$ cat config.mk
export PLATFORM = sky130hd
export DESIGN_NAME = multi_port_reg_file_flat
export DESIGN_NICKNAME = d
export VERILOG_FILES = /design/src/rtl/multi_port_reg_file_if.sv /design/src/rtl/multi_port_reg_file.sv /design/src/flat_wrapper.sv
export SDC_FILE = /design/constraint.sdc
export NUM_CORES = 1
export LEC_CHECK = 0
export CORE_MARGIN = 4
export CORE_UTILIZATION = 53
export CTS_BUF_LIST = sky130_fd_sc_hd__clkbuf_8
export CTS_CLUSTER_SIZE = 14
export DETAILED_ROUTE_END_ITERATION = 16
export HOLD_SLACK_MARGIN = 0.06
export PLACE_DENSITY = 0.83
export SLEW_MARGIN = 20
export SYNTH_ARGS = -nofsm -noshare
export SYNTH_HDL_FRONTEND = slang
export SYNTH_SLANG_ARGS = --single-unit
$ cat constraint.sdc
create_clock -name clk -period 3 [get_ports clk]
set_input_delay 0.45 -clock clk [delete_from_list [all_inputs] [get_ports clk]]
set_output_delay 0.45 -clock clk [all_outputs]
set_load 0.05 [all_outputs]
$ cat src/rtl/multi_port_reg_file_if.sv
// multi_port_reg_file_if: read/write/clear bus for multi_port_reg_file.
interface multi_port_reg_file_if #(parameter int DATA_W = 32, parameter int ADDR_W = 2);
    logic [ADDR_W-1:0] read_register1, read_register2, write_register;
    logic [DATA_W-1:0] write_data, read_data1, read_data2;
    logic reg_write, clear_req, busy, clear_done;
    modport master (
        output read_register1, read_register2, write_register, write_data, reg_write, clear_req,
        input  read_data1, read_data2, busy, clear_done
    );
    modport slave (
        input  read_register1, read_register2, write_register, write_data, reg_write, clear_req,
        output read_data1, read_data2, busy, clear_done
    );
endinterface

$ cat src/rtl/multi_port_reg_file.sv
// multi_port_reg_file: 2-read/1-write register file with synchronous reads and a bulk-clear sweep.
// Optional macro REGFILE_BYPASS_EN forwards same-edge write data to matching read ports.
module multi_port_reg_file #(
    parameter int DATA_W = 32,
    parameter int ADDR_W = 2
) (
    input logic clk,
    input logic rst_n,
    multi_port_reg_file_if.slave bus
);
    localparam int DEPTH = 2 ** ADDR_W;
    typedef enum logic [1:0] {IDLE, CLEAR, DONE} state_t;
    state_t state;
    logic [DATA_W-1:0] regs [DEPTH];
    logic [ADDR_W-1:0] cnt;
    logic wr_en, fwd1, fwd2;
    assign wr_en = bus.reg_write && bus.write_register != '0;
`ifdef REGFILE_BYPASS_EN
    assign fwd1 = wr_en && bus.read_register1 == bus.write_register;
    assign fwd2 = wr_en && bus.read_register2 == bus.write_register;
`else
    assign fwd1 = 1'b0;
    assign fwd2 = 1'b0;
`endif
    always_ff @(posedge clk or negedge rst_n) begin
        if (!rst_n) begin
            for (int i = 0; i < DEPTH; i++) regs[i] <= '0;
            bus.read_data1 <= '0;
            bus.read_data2 <= '0;
            bus.busy <= 1'b0;
            bus.clear_done <= 1'b0;
            state <= IDLE;
            cnt <= ADDR_W'(1);
        end else begin
            case (state)
                IDLE: begin
                    bus.read_data1 <= fwd1 ? bus.write_data : regs[bus.read_register1];
                    bus.read_data2 <= fwd2 ? bus.write_data : regs[bus.read_register2];
                    if (wr_en) regs[bus.write_register] <= bus.write_data;
                    if (bus.clear_req) begin
                        state <= CLEAR;
                        bus.busy <= 1'b1;
                        cnt <= ADDR_W'(1);
                    end
                end
                CLEAR: begin
                    bus.read_data1 <= '0;
                    bus.read_data2 <= '0;
                    regs[cnt] <= '0;
                    // all-ones counter marks the last index; reload instead of wrapping to 0
                    if (&cnt) begin
                        state <= DONE;
                        bus.busy <= 1'b0;
                        bus.clear_done <= 1'b1;
                        cnt <= ADDR_W'(1);
                    end else begin
                        cnt <= cnt + ADDR_W'(1);
                    end
                end
                default: begin
                    bus.read_data1 <= regs[bus.read_register1];
                    bus.read_data2 <= regs[bus.read_register2];
                    bus.clear_done <= 1'b0;
                    state <= IDLE;
                end
            endcase
        end
    end
endmodule

$ cat src/flat_wrapper.sv
// flat-port wrapper written by rule: the top's interface ports become plain ports
module multi_port_reg_file_flat 
#(
    parameter int DATA_W = 32,
    parameter int ADDR_W = 2
)
  (clk, rst_n, bus_read_register1, bus_read_register2, bus_write_register, bus_write_data, bus_reg_write, bus_clear_req, bus_read_data1, bus_read_data2, bus_busy, bus_clear_done);
  multi_port_reg_file_if #(.DATA_W(DATA_W), .ADDR_W(ADDR_W)) bus_i ();
  input logic clk;
  input logic rst_n;
  input wire logic [$bits(bus_i.read_register1)-1:0] bus_read_register1;
  input wire logic [$bits(bus_i.read_register2)-1:0] bus_read_register2;
  input wire logic [$bits(bus_i.write_register)-1:0] bus_write_register;
  input wire logic [$bits(bus_i.write_data)-1:0] bus_write_data;
  input wire logic [$bits(bus_i.reg_write)-1:0] bus_reg_write;
  input wire logic [$bits(bus_i.clear_req)-1:0] bus_clear_req;
  output wire logic [$bits(bus_i.read_data1)-1:0] bus_read_data1;
  output wire logic [$bits(bus_i.read_data2)-1:0] bus_read_data2;
  output wire logic [$bits(bus_i.busy)-1:0] bus_busy;
  output wire logic [$bits(bus_i.clear_done)-1:0] bus_clear_done;
  assign bus_i.read_register1 = bus_read_register1;
  assign bus_i.read_register2 = bus_read_register2;
  assign bus_i.write_register = bus_write_register;
  assign bus_i.write_data = bus_write_data;
  assign bus_i.reg_write = bus_reg_write;
  assign bus_i.clear_req = bus_clear_req;
  assign bus_read_data1 = bus_i.read_data1;
  assign bus_read_data2 = bus_i.read_data2;
  assign bus_busy = bus_i.busy;
  assign bus_clear_done = bus_i.clear_done;
  multi_port_reg_file #(.DATA_W(DATA_W), .ADDR_W(ADDR_W)) u_core (.clk(clk), .rst_n(rst_n), .bus(bus_i));
endmodule
# After elaboration in Yosys (flattened, before gate mapping)
# Index checks and enable logic that the tools add are counted.
dict set report totals {
  register_bits 198
  elab_cells 65
}
dict set report op_classes {
  addsub 1
  magnitude_cmp 6
  n_eq_ne 4
  muxes 25
  bitwise_logic 7
  reduce_logical 12
}
# cell n
set op_table {}
lappend op_table {{32-bit 2-to-1 mux} 8}
lappend op_table {{128-bit case mux with 2 select lines} 1}
lappend op_table {{128-bit bitwise AND} 1}
lappend op_table {{32-bit binary-select mux with 2-bit select} 2}
lappend op_table {{128-bit bitwise mux} 1}
lappend op_table {{32-bit demux with 2-bit select} 2}
lappend op_table {{128-bit 2-to-1 mux} 1}
lappend op_table {{128-bit NOT} 1}
lappend op_table {{3-bit >= comparator (second input constant)} 4}
lappend op_table {{2-bit NOT with 3-bit output} 4}
lappend op_table {{2-bit AND reduction} 5}
lappend op_table {{2-bit case mux with 2 select lines} 2}
lappend op_table {{3-bit by 1-bit less-than comparator with 1-bit output (second input constant)} 2}
lappend op_table {{2-bit 2-to-1 mux} 3}
lappend op_table {{2-bit by 1-bit != test with 1-bit output (second input constant)} 2}
lappend op_table {{1-bit case mux with 2 select lines} 2}
lappend op_table {{2-bit nonzero test} 2}
lappend op_table {{1-bit logical AND} 3}
lappend op_table {{1-bit 2-to-1 mux} 3}
lappend op_table {{3-bit AND reduction} 1}
lappend op_table {{2-bit by 1-bit adder with 2-bit output (second input constant)} 1}
lappend op_table {{2-bit by 1-bit == test with 1-bit output (second input constant)} 1}
lappend op_table {{2-bit logical NOT} 1}
lappend op_table {{2-bit != test (second input constant)} 1}
lappend op_table {{1-bit NOT} 1}

# Longest topological paths before layout
# Gate-level depths: netlist of run 1.
dict set report logic_depth {
  word_depth 8
  ltp_mapped 6
  ltp_nobuf 5
}

# Worst setup path before layout of run 1
# No wires, ideal clock.
dict set report synth_path {
  path_type {input -> register}
  start {input port bus_read_register1[0]}
  end {register u_core.bus.read_data1[10]}
  setup_time_ps 132
  arrival_ps 1335
  path_slack_ps 1533
  path_stages 4
  n_path_buf 2
  path_cell_list {buf_6 buf_6 mux4_2 nor2b_1}
}
dict set report synth_between {
  elab_chain_cells 5
}
# item line_no
set synth_lines {}
lappend synth_lines {{start: declaration} flat_wrapper.sv:11} ;# input wire logic [$bits(bus_i.read_register1)-1:0] bus_read_register1;
lappend synth_lines {{2-bit NOT with 3-bit output (implied by the code)} {multi_port_reg_file.sv:37, multi_port_reg_file.sv:61}}
lappend synth_lines {{32-bit binary-select mux with 2-bit select} {multi_port_reg_file.sv:37, multi_port_reg_file.sv:61}}
lappend synth_lines {{32-bit 2-to-1 mux (implied by the code) (2 in series)} {multi_port_reg_file.sv:37, multi_port_reg_file.sv:61}}
lappend synth_lines {{32-bit 2-to-1 mux} n/a}
lappend synth_lines {{end signal: assignment} multi_port_reg_file.sv:37} ;# bus.read_data1 <= fwd1 ? bus.write_data : regs[bus.read_register1];
lappend synth_lines {{end signal: assignment} multi_port_reg_file.sv:61} ;# bus.read_data1 <= regs[bus.read_register1];
lappend synth_lines {{end: declaration} multi_port_reg_file_if.sv:12} ;# output read_data1, read_data2, busy, clear_done
# No other way between the ends. The select of a mux whose other input is x is not followed.
# A chain may end at the register's enable or synchronous reset.

# Final worst setup path of run 1
dict set report layout_path {
  start {register u_core.cnt[0]}
  end {register u_core.regs[9] (netlist name)}
}
dict set report layout_between {
  elab_chain_cells 8
}
# item line_no
set layout_lines {}
lappend layout_lines {{start: declaration} multi_port_reg_file.sv:15} ;# logic [ADDR_W-1:0] cnt;
lappend layout_lines {{start signal: assignment} multi_port_reg_file.sv:57} ;# cnt <= cnt + ADDR_W'(1);
lappend layout_lines {{2-bit NOT with 3-bit output (implied by the code) *} multi_port_reg_file.sv:49} ;# regs[cnt] <= '0;
lappend layout_lines {{3-bit >= comparator (implied by the code) / 3-bit by 1-bit less-than comparator with 1-bit output (equally long branches)} multi_port_reg_file.sv:49}
lappend layout_lines {{1-bit logical AND (implied by the code)} multi_port_reg_file.sv:49}
lappend layout_lines {{32-bit 2-to-1 mux (implied by the code)} multi_port_reg_file.sv:49}
lappend layout_lines {{32-bit demux with 2-bit select *} multi_port_reg_file.sv:49}
lappend layout_lines {{128-bit NOT (no line) *} n/a}
lappend layout_lines {{128-bit bitwise AND (no line) *} n/a}
lappend layout_lines {{128-bit case mux with 2 select lines *} multi_port_reg_file.sv:35} ;# case (state)
lappend layout_lines {{end signal: indexed assignment} multi_port_reg_file.sv:39} ;# if (wr_en) regs[bus.write_register] <= bus.write_data;
lappend layout_lines {{end: declaration} multi_port_reg_file.sv:14} ;# logic [DATA_W-1:0] regs [DEPTH];
# Every way passes the cells marked *; elsewhere a longest branch is shown, timed or not.

==> results of run 1 <==
-- per-layer routing --
metal / up-vias / share of wire [%]
met2: 172 / 52
li1: 2425 / -
met1: 2909 / 41
met3: 21 / 5.0
met5: - / 0
met4: 0 / 1.5
-- per-stage QoR --
stage	instances	util (%)	instance area, µm²	total power [W]
final	990	63.3	10500	0.00938
after global routing	990	63.3	10500	0.00989
after global placement	957	61.2	10200	0.00766
after floorplan	661	-	9010	0.00667
after detailed placement	957	61.2	10200	0.00790
after CTS	990	63.3	10500	0.00943
-- path summary, 6_finish.rpt --
check / slack [ps] / startpoint / end / cells past startpoint
worst max-delay path: 760 / u_core.cnt[0]$_DFFE_PN1P_ / u_core.regs[9]$_DFFE_PN0P_ / 5
worst min-delay path: 510 / rst_n / u_core.bus.read_data2[9]$_DFF_PN0_ / 2
worst max register to register: 760 / u_core.cnt[0]$_DFFE_PN1P_ / u_core.regs[9]$_DFFE_PN0P_ / 5
worst min register to register: 510 / u_core.regs[98]$_DFFE_PN0P_ / u_core.regs[98]$_DFFE_PN0P_ / 1
max in group asynchronous: 1610 / rst_n / u_core.cnt[0]$_DFFE_PN1P_ / 3
min in group clk: 510 / u_core.regs[98]$_DFFE_PN0P_ / u_core.regs[98]$_DFFE_PN0P_ / 1
-- worst reg2reg max path, stage by stage, from the launching register on --
cell and delay [ps]:
dfstp_2 580, ha_1 200, nand3b_1 620, buf_4 500, nand2_1 110, mux2i_1 70
-- placed cells by master (no fill, tap or decap), types with 2 or more instances in the layout --
cell / n
inv_1: 41
nand2_1: 98
o21ai_0: 3
mux4_2: 64
mux2i_1: 97
and2_1: 32
clkinv_4: 2
clkbuf_8: 20
buf_12: 3
ha_1: 5
nand3b_1: 3
nor2b_1: 64
inv_6: 2
buf_2: 4
nor2_1: 4
a21oi_1: 2
clkdlybuf4s50_1: 102
dfrtp_1: 197
clkinv_2: 3
buf_4: 13
clkinvlp_4: 3
-- state kept, by name, indices dropped and copies added, names as in the netlist --
register               cells
u_core.bus.busy            1
u_core.bus.clear_done      1
u_core.bus.read_data1     32
u_core.bus.read_data2     32
u_core.cnt                 2
u_core.regs              128
u_core.state               2
-- power groups by stage --
| stage | clock network, W | logic, W | registers [W] |
|---|---|---|---|
| 2_1_floorplan | 0 | 0.00182 | 0.00485 |
| 3_3_place_gp | 0 | 0.00357 | 0.00409 |
| 3_5_place_dp | 0 | 0.00370 | 0.00420 |
| 4_1_cts | 0.00156 | 0.00372 | 0.00415 |
| 5_1_grt | 0.00168 | 0.00395 | 0.00426 |
| 6_report | 0.00153 | 0.00369 | 0.00416 |
-- kinds of logic after synthesis --
kind of cell,count (synthesis)
AND/OR/NAND/NOR,206
flip-flops,198
multiplexers,161
buffers and inverters,85
AO/OA/AOI/OAI,6
adder cells (fa/ha/maj),5
-- layout make-up --
type | count | area, µm² | area share, %
Sequential cell | 198 | 4960 | 47.0
Multi-Input combinational cell | 378 | 3590 | 34.1
Timing Repair Buffer | 124 | 1220 | 11.6
Tap cell | 220 | 275 | 2.61
Clock buffer | 19 | 262 | 2.48
Inverter | 38 | 143 | 1.35
Clock inverter | 13 | 83.8 | 0.796
-- timing repair --
item	4_1_cts	5_1_grt
resized for setup	0	0
endpoints found under the hold margin	54	0
hold buffers	1	0
==> run summary, run 1 <==
Setup TNS: 0 ps
Warnings, synthesis: 0
Netlist Area Pre-Place: 0.00901 mm²
Seq/Total Area, Yosys: 55.0%
Vias in the first global route: 6060
Clock buffer depth: 2
Mux cell area share after synthesis: 26.8%
Min Hold Slack: 513 ps
Int Pwr: 0.00566 W
Seq pwr share: 44.4%
Combinational power share: 39.3%
Nets: 804
GR Layer Usage met3: 4.39%
Largest net degree at the start of global routing: 75
Num CTS Buffers: 17
Post-synth ARST share: 100%
Setup Skew: 13.2 ps
Post-DRT Antenna Nets: 0
Syn Area/Cell: 13.6 µm²
Post-synth EDFFs: 0
Vias per cell: 5.58
Met1 Track Usage GR: 27.3%
Slowest-stage cell, CP: nand3b_1
Max incr delay on CP: 620 ps
Synth Area in Compound Gates: 0.361%
Root buffer cell: clkbuf_8
Critical path class: flop to flop
Worst Path Required: 3330 ps
Initial Util: 54.2%
GR Util met2: 36.4%
H-tree Lvls: 4
DRC violations left: 0
Crit path max fanout: 18
Dominant synthesized flop cell: dfrtp_1
Drt first pass iters: 4
Syn nets: 708
Cell taking the most area after synthesis: dfrtp_1
Critical path's top delay family: simple AND/OR/NAND/NOR gates
First-pass GRT wire length: 32.0 mm
Gr usage total: 21.2%
Post-synthesis simple-gate area fraction: 11.8%
Sw power: 0.00372 W
Max-slew violation count: 0
CP Launch Type: flop
TritonCTS clock tree: built
Fill cells: 1208
Synth top area share: 54.7%
Most common cell in the netlist: dfrtp_1
Die area: 0.0192 mm²
Outcome: complete, no violations
Min cycle time layout: 2240 ps
Routed length per instance: 19.6 µm
Gate count of the mapped netlist: 661
Yosys cell types: 24
Normalized max-slew margin: 40.2%
Post-DP HPWL: 12.6 mm
Routed vias: 5527
Switching share of power: 39.7%
Post-CTS setup buffers: 0
HP Class: input port to asynchronous set/reset pin
Most used routing layer: met2
Clk pwr share: 16.3%
PD cells: 890 mW/mm²
Skew-Pair Late Insertion Delay: 480 ps
CTS clock-pin slew for the worst setup and hold paths: 100 ps
Max Freq: 0.447 GHz
Core area: 0.0166 mm²
Adder-cell share of the synthesized area: 0.694%
Synth Register Bits: 198
Worst slew pin tran: 894 ps
RSZ-0062 raised after global routing: false
Final Wtd Congestion: 0.816
Largest family of logic cells by synthesized area: multiplexers
Final WS setup: 765 ps
Maximum VDD drop: 0.000445 V
CP cell instances: ha_1 > nand3b_1 > buf_4 > nand2_1 > mux2i_1
PortBufs: 107
Drt first-iter violations: 426
Sink Count: 198
Crit path buffers/inverters: 1
Leakage power: 5.18 nW
Area growth, synth to finish: 16.9%
Pre-CTS setup slack: 804 ps
Inserted Diodes: 0
Synth Area in XOR/XNOR: 0%
Final hold vios: 0
Most frequent cells after synthesis: 197 x dfrtp_1, 98 x nand2_1, 97 x mux2i_1
I/O pin total: 108
Chip Height: 138 µm
Num rows: 47
CP arrival: 2570 ps
Maxcap violations: 0
Synth area leaders: dfrtp_1 55%, mux4_2 16%, mux2i_1 11%
Share of layout cells above drive strength 1: 15.6%
Post-Route WL: 19.4 mm
CP endpoint kind: flop
Final setup fails: 0
Remaining global-route overflow: 0
Number of antenna violations at the first check in global routing: 0
Period utilization: 74.5%
Die width: 138 µm
No activity file was read; power rests on OpenSTA's default activity.
==> run 2: changes to the inputs <==
- clock period: 3 -> 2.2 ns (I/O delays scaled with it)
==> run 2 against run 1 <==
Compared with the run above:
- clock-buffer cell count up 1
- power increased by 41%
- clock power grew 59%
- sequential share of layout area decreased by 0.59 points
- routed wire length hardly changed
- clock skew grew 0.67 ps
- first-iteration DRC count increased by 21%
- highest routed layer unchanged
==> run summary, run 2 (same netlist as run 1, synthesis figures left out) <==
Max-slew violation count: 0
Core area: 0.0166 mm²
CP cell instances: clkdlybuf4s50_1
Area growth, synth to finish: 18.4%
DR top layer: met4
Reg area: 0.00496 mm²
Int Pwr: 0.00813 W
Seq pwr share: 42.8%
H-tree Lvls: 4
Biggest register: u_core.regs
Slowest-stage cell, CP: clkdlybuf4s50_1
Post-Route WL: 19.4 mm
Combinational power share: 38.7%
Final Wtd Congestion: 0.797
Inserted Diodes: 0
PD cells: 1240 mW/mm²
CP arrival: 1670 ps
Vias in the first global route: 6035
Gr usage total: 21.3%
Leading cell type in the layout, fill and taps excluded: dfrtp_1
Routed vias: 5523
Nets: 808
Min cycle time layout: 2000 ps
Design Area, Final: 0.0107 mm²
I/O pin total: 108
RSZ-0062 raised after global routing: false
Sw power: 0.00506 W
Fill cells: 1192
Share of layout cells above drive strength 1: 16.2%
Number of antenna violations at the first check in global routing: 0
Met1 WL: 8.11 mm
Overall Power: 0.0132 W
Routed length per instance: 19.6 µm
Top flop regs: u_core.regs x128, u_core.bus.read_data1 x32, u_core.bus.read_data2 x32
Chip Height: 138 µm
First-pass GRT wire length: 32.1 mm
Initial Util: 54.2%
Placed standard-cell area: 0.0102 mm²
Drt first-iter violations: 515
Num CTS Buffers: 17
Normalized max-slew margin: 57.6%
Hold-fix buffers, CTS: 1
Setup TNS: 0 ps
Drt first pass iters: 4
Die area: 0.0192 mm²
CTS clock-pin slew for the worst setup and hold paths: 100 ps
Leakage power: 5.24 nW
Reg2Reg Setup Slack: 410 ps
Max Freq: 0.501 GHz
Met3 Routed Length: 985 µm
Commonest cells after routing, fill and taps aside: 197 x dfrtp_1, 102 x clkdlybuf4s50_1, 98 x nand2_1, 97 x mux2i_1
Final hold vios: 0
Vias per cell: 5.56
Crit path max fanout: 3
Sink Count: 198
Num rows: 47
HP Class: input port to asynchronous set/reset pin
WL met2: 10.1 mm
PortBufs: 107
Root buffer cell: clkbuf_8
Max incr delay on CP: 820 ps
Worst Path Required: 1870 ps
Max reg flops: 128
Critical path class: flop to output pin
Remaining global-route overflow: 0
Post-DRT Antenna Nets: 0
Clk pwr share: 18.5%
Post-CTS Resized: 0
Largest net degree at the start of global routing: 79
Post-CTS setup buffers: 0
Critical path's top delay family: buffers and inverters
Period utilization: 90.8%
Final setup fails: 0
Setup Skew: 13.8 ps
Post-DP HPWL: 12.4 mm
DRC violations left: 0
Maxcap violations: 0
Maximum VDD drop: 0.000593 V
Outcome: complete, no violations
Switching share of power: 38.4%
Die width: 138 µm
TritonCTS clock tree: built
Clock buffer depth: 2
CP Launch Type: flop
CP endpoint kind: output pin
Area occupied by multi-input gates: 0.00359 mm²
Worst slew pin tran: 636 ps
Skew-Pair Late Insertion Delay: 480 ps
Crit path buffers/inverters: 1
Min Hold Slack: 325 ps
## run 2: metrics by stage
step	setup WS (ps)	std cells	utilization [%]
after floorplan	734	661	-
after global placement	322	961	61.5
after detailed placement	243	961	61.5
after CTS	167	993	64.1
after global routing	151	993	64.1
final	203	993	64.1
## run 2: area by class of cell
cell class,count,area share [%]
clock buffer,20,2.58
tap,220,2.58
inverter,38,1.34
multi-input combinational,378,33.7
clock inverter,11,1.40
sequential,198,46.4
timing repair buffer,128,12.0
## run 2: path summary, 6_finish.rpt
| kind | from | endpoint | cells past startpoint |
|---|---|---|---|
| min in group clk | bus_write_data[24] | u_core.regs[24]$_DFFE_PN0P_ | 3 |
| worst max-delay path | u_core.bus.busy$_DFFE_PN0P_ | bus_busy | 1 |
| worst min-delay path | rst_n | u_core.regs[103]$_DFFE_PN0P_ | 2 |
| worst max register to register | u_core.cnt[1]$_DFFE_PN0P_ | u_core.regs[69]$_DFFE_PN0P_ | 6 |
| worst min register to register | u_core.regs[111]$_DFFE_PN0P_ | u_core.regs[111]$_DFFE_PN0P_ | 1 |
| max in group asynchronous | rst_n | u_core.cnt[0]$_DFFE_PN1P_ | 3 |
## run 2: per-layer routing
metal  up-vias  GRT usage (%)
li1       2439              -
met1      2874           28.1
met2       185           35.4
met3        25           4.52
met4         0           7.59
met5         -              0
## run 2: power by group through the flow
stage | clock network, W | logic, W | registers (W)
global route | 0.00265 | 0.00547 | 0.00579
CTS | 0.00248 | 0.00514 | 0.00562
floorplan | 0 | 0.00248 | 0.00661
detailed placement | 0 | 0.00511 | 0.00569
finish | 0.00244 | 0.00510 | 0.00565
global placement | 0 | 0.00493 | 0.00555
